<file path="src/rtl/alu_ctrl_if.sv">
// Instruction handshake and ALU issue/result bus between alu_ctrl and its environment.
// The controller takes the slave view; the instruction source and the ALU take the master view.
interface alu_ctrl_if;
    logic        instr_valid;
    logic [15:0] instr;
    logic        instr_ready;
    logic [7:0]  alu_reg1;
    logic [7:0]  alu_reg2;
    logic [3:0]  alu_func;
    logic [2:0]  alu_spec_fun;
    logic [7:0]  alu_res;
    logic        alu_br;

    modport slave (
        input  instr_valid,
        input  instr,
        input  alu_res,
        input  alu_br,
        output instr_ready,
        output alu_reg1,
        output alu_reg2,
        output alu_func,
        output alu_spec_fun
    );

    modport master (
        output instr_valid,
        output instr,
        output alu_res,
        output alu_br,
        input  instr_ready,
        input  alu_reg1,
        input  alu_reg2,
        input  alu_func,
        input  alu_spec_fun
    );
endinterface

</file>
<file path="src/rtl/alu_ctrl.sv">
// Multi-cycle issue controller: decodes 16-bit instructions, drives a registered ALU,
// then writes the result into a 4x8 register file or redirects the program counter.
module alu_ctrl (
    input  logic        clock,
    input  logic        reset,
    alu_ctrl_if.slave   bus,
    output logic [7:0]  pc,
    output logic        retire,
    output logic        illegal,
    input  logic [1:0]  dbg_addr,
    output logic [7:0]  dbg_data
);
    localparam logic [3:0] OP_ADD  = 4'b0000;
    localparam logic [3:0] OP_SLL  = 4'b0011;
    localparam logic [3:0] OP_SLR  = 4'b0100;
    localparam logic [3:0] OP_SPEC = 4'b0111;
    localparam logic [3:0] OP_BLT  = 4'b1010;
    localparam logic [3:0] OP_BE   = 4'b1011;

    localparam logic [2:0] SF_INC  = 3'b000;
    localparam logic [2:0] SF_AND1 = 3'b001;
    localparam logic [2:0] SF_DEC  = 3'b011;

    typedef enum logic [1:0] {
        IDLE    = 2'd0,
        ISSUE   = 2'd1,
        CAPTURE = 2'd2
    } state_t;

    state_t      state_reg, state_next;

    logic [3:0]  op_reg, op_next;
    logic [1:0]  dst_reg, dst_next;
    logic [5:0]  imm_reg, imm_next;
    logic [7:0]  pc_reg, pc_next;
    logic        retire_reg, retire_next;
    logic        illegal_reg, illegal_next;
    logic [7:0]  reg1_reg, reg1_next;
    logic [7:0]  reg2_reg, reg2_next;
    logic [3:0]  func_reg, func_next;
    logic [2:0]  spec_reg, spec_next;

    logic [7:0]  rf_reg [4];
    logic [3:0]  wr_sel;
    logic        wr_en;

    logic [3:0]  in_op;
    logic [1:0]  in_rd;
    logic [1:0]  in_rs;
    logic [1:0]  in_rt;
    logic [5:0]  in_imm;
    logic [2:0]  in_sf;
    logic        in_legal;
    logic        cur_branch;
    logic [7:0]  branch_off;

    assign in_op  = bus.instr[15:12];
    assign in_rd  = bus.instr[11:10];
    assign in_rs  = bus.instr[9:8];
    assign in_rt  = bus.instr[7:6];
    assign in_imm = bus.instr[5:0];
    assign in_sf  = in_imm[5:3];

    always_comb begin
        in_legal = 1'b0;
        case (in_op)
            OP_ADD, OP_SLL, OP_SLR, OP_BLT, OP_BE:
                in_legal = 1'b1;
            OP_SPEC:
                in_legal = (in_sf == SF_INC) || (in_sf == SF_AND1) || (in_sf == SF_DEC);
            default:
                in_legal = 1'b0;
        endcase
    end

    assign cur_branch = (op_reg == OP_BLT) || (op_reg == OP_BE);
    assign branch_off = {{2{imm_reg[5]}}, imm_reg};

    // State register
    always_ff @(posedge clock or posedge reset) begin
        if (reset) begin
            state_reg <= IDLE;
        end else begin
            state_reg <= state_next;
        end
    end

    // Next-state and datapath control; every target holds unless overridden below.
    always_comb begin
        state_next   = state_reg;
        op_next      = op_reg;
        dst_next     = dst_reg;
        imm_next     = imm_reg;
        pc_next      = pc_reg;
        retire_next  = 1'b0;
        illegal_next = 1'b0;
        reg1_next    = reg1_reg;
        reg2_next    = reg2_reg;
        func_next    = func_reg;
        spec_next    = spec_reg;
        wr_en        = 1'b0;

        // A rejected word advances the pc on the cycle its illegal pulse is shown.
        if (illegal_reg) begin
            pc_next = pc_reg + 8'd1;
        end

        case (state_reg)
            IDLE: begin
                if (bus.instr_valid) begin
                    op_next  = in_op;
                    dst_next = in_rd;
                    imm_next = in_imm;
                    if (in_legal) begin
                        state_next = ISSUE;
                        func_next  = in_op;
                        spec_next  = (in_op == OP_SPEC) ? in_sf : 3'b000;
                        reg1_next  = rf_reg[in_rs];
                        reg2_next  = rf_reg[in_rt];
                    end else begin
                        illegal_next = 1'b1;
                        retire_next  = 1'b1;
                    end
                end
            end
            ISSUE: begin
                state_next = CAPTURE;
            end
            CAPTURE: begin
                state_next  = IDLE;
                retire_next = 1'b1;
                if (cur_branch) begin
                    pc_next = pc_reg + (bus.alu_br ? branch_off : 8'd1);
                end else begin
                    pc_next = pc_reg + 8'd1;
                    wr_en   = 1'b1;
                end
            end
            default: begin
                state_next = IDLE;
            end
        endcase
    end

    always_ff @(posedge clock or posedge reset) begin
        if (reset) begin
            op_reg      <= '0;
            dst_reg     <= '0;
            imm_reg     <= '0;
            pc_reg      <= '0;
            retire_reg  <= 1'b0;
            illegal_reg <= 1'b0;
            reg1_reg    <= '0;
            reg2_reg    <= '0;
            func_reg    <= '0;
            spec_reg    <= '0;
        end else begin
            op_reg      <= op_next;
            dst_reg     <= dst_next;
            imm_reg     <= imm_next;
            pc_reg      <= pc_next;
            retire_reg  <= retire_next;
            illegal_reg <= illegal_next;
            reg1_reg    <= reg1_next;
            reg2_reg    <= reg2_next;
            func_reg    <= func_next;
            spec_reg    <= spec_next;
        end
    end

    genvar gi;
    generate
        for (gi = 0; gi < 4; gi++) begin : g_wr_sel
            assign wr_sel[gi] = wr_en && (dst_reg == 2'(gi));
        end
    endgenerate

    // Register file needs a reset to zero, so it stays in flops rather than RAM.
    always_ff @(posedge clock or posedge reset) begin
        if (reset) begin
            for (int i = 0; i < 4; i++) begin
                rf_reg[i] <= '0;
            end
        end else begin
            for (int i = 0; i < 4; i++) begin
                if (wr_sel[i]) begin
                    rf_reg[i] <= bus.alu_res;
                end
            end
        end
    end

    assign bus.instr_ready  = (state_reg == IDLE);
    assign bus.alu_reg1     = reg1_reg;
    assign bus.alu_reg2     = reg2_reg;
    assign bus.alu_func     = func_reg;
    assign bus.alu_spec_fun = spec_reg;
    assign pc               = pc_reg;
    assign retire           = retire_reg;
    assign illegal          = illegal_reg;
    assign dbg_data         = rf_reg[dbg_addr];

    a_illegal_retires: assert property (@(posedge clock) disable iff (reset)
        illegal_reg |-> retire_reg);
    a_retire_in_idle: assert property (@(posedge clock) disable iff (reset)
        retire_reg |-> (state_reg == IDLE));
    a_state_encoding: assert property (@(posedge clock) disable iff (reset)
        state_reg != 2'd3);
endmodule
</file>
<file path="src/flat_wrapper.sv">
// flat-port wrapper written by rule: the top's interface ports become plain ports
module alu_ctrl_flat 
  (clock, reset, pc, retire, illegal, dbg_addr, dbg_data, bus_instr_valid, bus_instr, bus_alu_res, bus_alu_br, bus_instr_ready, bus_alu_reg1, bus_alu_reg2, bus_alu_func, bus_alu_spec_fun);
  alu_ctrl_if bus_i ();
  input  logic clock;
  input  logic reset;
  output logic [7:0] pc;
  output logic retire;
  output logic illegal;
  input  logic [1:0] dbg_addr;
  output logic [7:0] dbg_data;
  input wire logic [$bits(bus_i.instr_valid)-1:0] bus_instr_valid;
  input wire logic [$bits(bus_i.instr)-1:0] bus_instr;
  input wire logic [$bits(bus_i.alu_res)-1:0] bus_alu_res;
  input wire logic [$bits(bus_i.alu_br)-1:0] bus_alu_br;
  output wire logic [$bits(bus_i.instr_ready)-1:0] bus_instr_ready;
  output wire logic [$bits(bus_i.alu_reg1)-1:0] bus_alu_reg1;
  output wire logic [$bits(bus_i.alu_reg2)-1:0] bus_alu_reg2;
  output wire logic [$bits(bus_i.alu_func)-1:0] bus_alu_func;
  output wire logic [$bits(bus_i.alu_spec_fun)-1:0] bus_alu_spec_fun;
  assign bus_i.instr_valid = bus_instr_valid;
  assign bus_i.instr = bus_instr;
  assign bus_i.alu_res = bus_alu_res;
  assign bus_i.alu_br = bus_alu_br;
  assign bus_instr_ready = bus_i.instr_ready;
  assign bus_alu_reg1 = bus_i.alu_reg1;
  assign bus_alu_reg2 = bus_i.alu_reg2;
  assign bus_alu_func = bus_i.alu_func;
  assign bus_alu_spec_fun = bus_i.alu_spec_fun;
  alu_ctrl u_core (.clock(clock), .reset(reset), .bus(bus_i), .pc(pc), .retire(retire), .illegal(illegal), .dbg_addr(dbg_addr), .dbg_data(dbg_data));
endmodule
</file>
<file path="config.mk">
export PLATFORM = sky130hd
export DESIGN_NAME = alu_ctrl_flat
export DESIGN_NICKNAME = d
export VERILOG_FILES = /design/src/rtl/alu_ctrl_if.sv /design/src/rtl/alu_ctrl.sv /design/src/flat_wrapper.sv
export SDC_FILE = /design/constraint.sdc
export NUM_CORES = 1
export LEC_CHECK = 0
export CAP_MARGIN = 30
export CORE_ASPECT_RATIO = 1.5
export CORE_MARGIN = 3
export CORE_UTILIZATION = 50
export CTS_BUF_LIST = sky130_fd_sc_hd__clkbuf_2
export CTS_CLUSTER_SIZE = 40
export DETAILED_ROUTE_END_ITERATION = 7
export PLACE_DENSITY = 0.85
export SLEW_MARGIN = 20
export SYNTH_ARGS = -nofsm -noshare
export SYNTH_HDL_FRONTEND = slang
export SYNTH_SLANG_ARGS = --single-unit
</file>
<file path="constraint.sdc">
create_clock -name clock -period 3.3 [get_ports clock]
set_clock_uncertainty 0.15 [all_clocks]
set_input_delay 0.66 -clock clock [delete_from_list [all_inputs] [get_ports clock]]
set_output_delay 0.66 -clock clock [all_outputs]
set_load 0.005 [all_outputs]
</file>
==> results of run 1 <==
-- worst max-delay path, cell delays in order --
cell and delay (ps):
clkdlybuf4s50_1 480, buf_4 180, mux4_2 510, clkdlybuf4s50_1 460
-- cell usage after synthesis, types with 2 or more instances --
master    count
inv_1         6
nand3_1       8
a211oi_1      3
nor4b_1       2
buf_1         3
and2_1        6
nand2_1      17
xnor2_1       3
xor2_1        2
ha_1          8
buf_6         2
o211ai_1      2
dfrtp_1      78
mux4_2       24
nor3_1        2
mux2_2       49
nor2b_1       3
a21oi_1       9
a21o_1        2
buf_2         4
mux2_4       14
nand2b_1      4
nand3b_1      2
nor2_1       13
o21ai_0      10
-- report_power, final --
part	internal (W)	switching [W]	leakage (nW)	total, W
Sequential	0.00134	0.000361	0.933	0.00170
Clock	0.000328	0.000326	0.0881	0.000654
Combinational	0.00114	0.000546	1.13	0.00169
Total	0.00281	0.00123	2.15	0.00404
-- routing by layer --
metal	share of wire (%)	wire (um)	up-vias
li1	-	-	1269
met1	38	3410	1397
met5	0	0	-
met2	54	4780	94
met4	2.3	201	0
met3	5.9	525	20
-- stage by stage --
stage	hold WS, ps	total power [W]	utilization [%]	setup slack, ps	std cells
5_1_grt	334	0.00431	65.5	145	484
4_1_cts	313	0.00408	65.5	183	483
3_5_place_dp	321	0.00342	63.5	184	467
3_3_place_gp	311	0.00334	63.5	205	467
6_report	338	0.00404	65.5	199	484
2_1_floorplan	291	0.00268	-	495	296
-- area by class of cell --
class	instances	area [sq um]	share of cell area [%]
inverters	6	22.5	0.440
flip-flops and latches	78	1950	38.1
multi-input cells	202	2060	40.2
clock inverters	6	110	2.15
diodes	1	2.50	0.0489
repair buffers	79	796	15.6
clock buffers	10	50.0	0.978
well taps	102	128	2.49
-- how the worst min path moves through the flow --
stage / startpoint / to / slack [ps]
after detailed placement: u_core.pc[7] / u_core.pc[7] / 320
after CTS: reset / u_core.rf_reg[28] / 310
after floorplan: u_core.state_reg[1] / u_core.state_reg[1] / 290
after global placement: u_core.state_reg[1] / u_core.state_reg[1] / 310
final: u_core.pc[7] / u_core.pc[7] / 340
after global routing: reset / u_core.bus.alu_reg2[1] / 330
-- logic make-up after synthesis --
logic type | after synthesis | share of synthesized area (%)
buffers and inverters | 16 | 1.99
AND/OR/NAND/NOR | 66 | 8.78
adder cells (fa/ha/maj) | 9 | 2.94
AO/OA/AOI/OAI | 35 | 5.66
flip-flops | 78 | 47.7
multiplexers | 87 | 31.8
XOR/XNOR | 5 | 1.07
==> metrics, run 1 <==
Starting Density 52.4%; CTS tree yes; crit path max fanout 5; synth unique cells 45; Least-Margin Pin Slew around 600 ps; synthesized flop and latch total 78; Final nets slightly above 400; Slew Viols, Final 0; CP Class primary input to output port; total track usage between 20% and 30%; sequential element share of the synthesized area a little under half; R2R Path Start u_core.pc[0]; total setup buffers inserted after CTS 0; Post-DP Area 4950 sq um; setup TNS 0 ps; Area Growth Syn to Fin 25.1%; Hold Path Cell Cnt 1; dpl hpwl roughly 6600 um; Max IR drop VDD ~0.63 mV; Antenna Nets Post-Route 0; Slew HR between 60% and 70%; clk_lat worst skew between 500 and 600 ps; drt wl/cell between 15 and 20 um; post-synth top area share a little under half; busiest layer in global routing met2; number of global-route vias before repair roughly 2900; total die area 9320 sq um; RSZ-0062 raised after global routing no; Final Setup Violations 0; vias between 2000 and 3000; CTS HTree Levels 3; worst reg2reg setup slack ~1100 ps; # DRC 0; largest net degree at the start of global routing 54; status completed; fin crit period just over 3000 ps; Synth area leader dfrtp_1; CTS Hold Bufs 0; final wirelength around 8900 um; max_cap viols 0; crit path launch dbg_addr[0]; initial antenna violation count 1; gr ovfl total 0; commonest cells after routing, fill and taps aside 78 x dfrtp_1, 71 x clkdlybuf4s50_1, 49 x mux2_2; GRT met1 Usage between 20 and 25%; Gate Count Post-Synth approximately 300; Die W approximately 80 um; Fin. Hold Viols 0; final instance area 5120 sq um; Port Buffer Count 71; core area 7810 sq um; clock tree buffer depth 2; Area contributors post-synth dfrtp_1 48%, mux2_2 13%, mux4_2 13%; CP Capture Type output port; Clock Pin Slew Worst Setup and Hold Paths around 220 ps; Yosys warnings 0; leakage ~2.1 nW; PwrDens just under 800 nW/um^2; max FFs per register 32; initial drt markers 164; DRT Pass-1 Iters 4; vias per inst roughly 5.7; reg2reg end u_core.pc[6]; commonest non-fill, non-tap cell in the layout dfrtp_1; Post-Synthesis Net Count 335; Worst Setup Start Kind primary input; share of post-route cells with drive strength above 1 a little under a third; clock root buffer clkbuf_2; async set-reset flop share out of synthesis 100%; Netlist Area Pre-Place approximately 4000 sq um; IO Pins 72; Sink Count a little under 80; crit path DAT 2290 ps; global-route wire length before repair about 14000 um; CTS buffer count 9; Layout fillers 592; Hold/Removal Path Class flop to flop; syn avg cell area between 10 and 15 sq um; Most used DFF post-synth dfrtp_1; cts repair resizes 0; GPL Wtd Cong roughly 0.9; final period utilization 94.0%; crit path capture dbg_data[3]; die height 117 um; Max Fclk around 320 MHz; Reg2Reg Depth 8; met3 Track Usage GR approximately 5.7%; row count 39; EDFF count, synth 0; met2 track demand over resource between 30% and 40%; worst path required time between 2000 and 2500 ps
Note: power is estimated with default switching activity, not from simulation.
==> run 2, diff against run 1 <==
--- a/config.mk
+++ b/config.mk
@@ -6,13 +6,13 @@
 export NUM_CORES = 1
 export LEC_CHECK = 0
 export CAP_MARGIN = 30
-export CORE_ASPECT_RATIO = 1.5
+export CORE_ASPECT_RATIO = 0.7
 export CORE_MARGIN = 3
-export CORE_UTILIZATION = 50
+export CORE_UTILIZATION = 49
 export CTS_BUF_LIST = sky130_fd_sc_hd__clkbuf_2
 export CTS_CLUSTER_SIZE = 40
 export DETAILED_ROUTE_END_ITERATION = 7
-export PLACE_DENSITY = 0.85
+export PLACE_DENSITY = 0.87
 export SLEW_MARGIN = 20
 export SYNTH_ARGS = -nofsm -noshare
 export SYNTH_HDL_FRONTEND = slang
==> constraint.sdc (replaced) <==
create_clock -name clock -period 2.6 [get_ports clock]
set_clock_uncertainty 0.15 [all_clocks]
set_input_delay 0.52 -clock clock [delete_from_list [all_inputs] [get_ports clock]]
set_output_delay 0.52 -clock clock [all_outputs]
set_load 0.005 [all_outputs]
==> run 2 against run 1 <==
Against the previous run: die area increased by 1.9%; global-route usage is 0.47 points higher; non-clock buffer count increased by 9; critical endpoint is now dbg_data[1]; hold slack got worse by 120 ps; routed wire length increased by 3.8%; critical path type unchanged; via count decreased by 0.29%; total power rose by 25%; first-iteration DRC count shrank 25%; setup slack got worse by 91 ps; sequential power rose by 28%.
==> metrics, run 2 (synthesis gave the netlist of run 1 again) <==
status completed (unchanged); Seq pwr share 42.8% (was 42.1%); clock root buffer clkbuf_2 (unchanged); Hold/Removal Path Class primary input to async pin (was flop to flop); Die W 115 um (was 79.9 um); total track usage 21.2% (was 20.8%); vias 2772 (was 2780); # DRC 0 (unchanged); CTS buffer count 9 (unchanged); Slew HR 58.4% (was 60.1%); Logic pwr share 42.8% (was 41.8%); clk_lat worst skew 540 ps (was 520 ps); final instance area 5170 sq um (was 5120 sq um); Antenna Nets Post-Route 0 (unchanged); Starting Density 51.3% (was 52.4%); commonest non-fill, non-tap cell in the layout dfrtp_1 (unchanged); Port Buffer Count 71 (unchanged); CTS tree yes (unchanged); drt wl/cell 18.8 um (was 18.4 um); clock tree buffer depth 2 (unchanged); max FFs per register 32 (unchanged); dpl hpwl 6810 um (was 6610 um); antenna diode count 0 (was 1); setup TNS 0 ps (unchanged); fin crit period 2490 ps; Post-DP Area 5030 sq um (was 4950 sq um); Least-Margin Pin Slew 621 ps (was 597 ps); final wirelength 9250 um (was 8910 um); global-route wire length before repair 15000 um (was 14300 um); max_cap viols 0 (unchanged); Core Util, Final 64.8% (was 65.5%); Inst Count DP 473 (was 467); number of global-route vias before repair 2849 (was 2943); core area 7970 sq um (was 7810 sq um); NetSw 0.00160 W (was 0.00123 W); RSZ-0062 raised after global routing no (unchanged); Max IR drop VDD 0.510 mV (was 0.625 mV); die height 82.4 um (was 117 um); Worst Setup Start Kind primary input (unchanged); vias per inst 5.65 (was 5.74); GRT met1 Usage 28.5% (was 23.2%); Max Fclk roughly 400 MHz; CP Class primary input to output port (unchanged); share of post-route cells with drive strength above 1 32.1% (was 30.7%); Clock power frac 14.4% (was 16.2%); Final nets 424 (was 415); busiest layer in global routing met2 (unchanged); Fin. Hold Viols 0 (unchanged); Clock Pin Slew Worst Setup and Hold Paths 200 ps (was 220 ps); crit path max fanout 7 (was 5); final non-filler cell total 491 (was 484); DRT Pass-1 Iters 5 (was 4); CTS Hold Bufs 0 (unchanged); CP Capture Type output port (unchanged); total die area 9500 sq um (was 9320 sq um); met2 track demand over resource 34.5% (was 36.3%); worst path required time 1930 ps (was 2490 ps); initial antenna violation count 0 (was 1); crit path DAT 1820 ps (was 2290 ps); cell-internal power 0.00347 W (was 0.00281 W); switching share of power 31.6% (was 30.5%); commonest cells after routing, fill and taps aside 78 x dfrtp_1, 62 x clkdlybuf4s50_1, 49 x mux2_2 (was 78 x dfrtp_1, 71 x clkdlybuf4s50_1, 49 x mux2_2); leakage 2.21 nW (was 2.15 nW); Sink Count 78 (unchanged); IO Pins 72 (unchanged); row count 27 (was 39); initial drt markers 123 (was 164); gr ovfl total 0 (unchanged); Area Growth Syn to Fin 26.3% (was 25.1%); Slew Viols, Final 0 (unchanged); GPL Wtd Cong 0.851 (was 0.900); Final Setup Violations 0 (unchanged); CTS HTree Levels 3 (unchanged); final period utilization 95.8%; largest net degree at the start of global routing 79 (was 54); PwrDens 981 nW/um^2 (was 790 nW/um^2); met3 Track Usage GR 6.05% (was 5.67%)
-- run 2: final cells by class --
| type | instances | area [sq um] |
|---|---|---|
| Fill cell | 614 | 2810 |
| Multi-Input combinational cell | 202 | 2060 |
| Sequential cell | 78 | 1950 |
| Timing Repair Buffer | 88 | 877 |
| Tap cell | 101 | 126 |
| Clock inverter | 5 | 73.8 |
| Clock buffer | 11 | 55.1 |
| Inverter | 6 | 26.3 |
-- run 2: path summary, 6_finish.rpt --
check	start	end	slack [ps]	cells past startpoint
max in group asynchronous	reset	u_core.bus.alu_func[2]	1690	3
hold / removal	reset	u_core.imm_reg[0]	220	3
setup / recovery	dbg_addr[0]	dbg_data[1]	110	5
min in group clock	u_core.pc[7]	u_core.pc[7]	340	1
setup reg to reg	u_core.pc[1]	u_core.pc[7]	430	6
hold reg to reg	u_core.pc[7]	u_core.pc[7]	340	1
-- run 2: timing repair --
item                       in CTS  in global routing
gates resized for setup         9                  0
setup buffers                   2                  0
setup endpoints to repair       8                  0
-- run 2: worst max-delay path, cell delays in order --
cell	delay, ps
dlygate4sd2_1	250
buf_12	140
buf_4	130
mux4_2	500
dlygate4sd2_1	290
-- run 2: power groups by stage --
stage | sequential, W | clock (W) | combinational (W)
detailed placement | 0.00219 | 0 | 0.00223
finish | 0.00217 | 0.000730 | 0.00217
global placement | 0.00214 | 0 | 0.00215
global route | 0.00225 | 0.000817 | 0.00237
floorplan | 0.00206 | 0 | 0.00133
CTS | 0.00216 | 0.000755 | 0.00219
-- run 2: through the flow --
step           worst slack [ps]  hold WS [ps]  total power, W
6_report                    109           222         0.00507
4_1_cts                    92.1           224         0.00511
5_1_grt                    23.3           194         0.00544
2_1_floorplan               555           291         0.00340
3_3_place_gp               -233           306         0.00428
3_5_place_dp               -252           312         0.00442
-- run 2: layer usage --
| metal | vias up | part of all wire [%] |
|---|---|---|
| met5 | - | 0 |
| met4 | 0 | 0.57 |
| met3 | 4 | 4.4 |
| met2 | 60 | 50 |
| met1 | 1419 | 45 |
| li1 | 1289 | - |
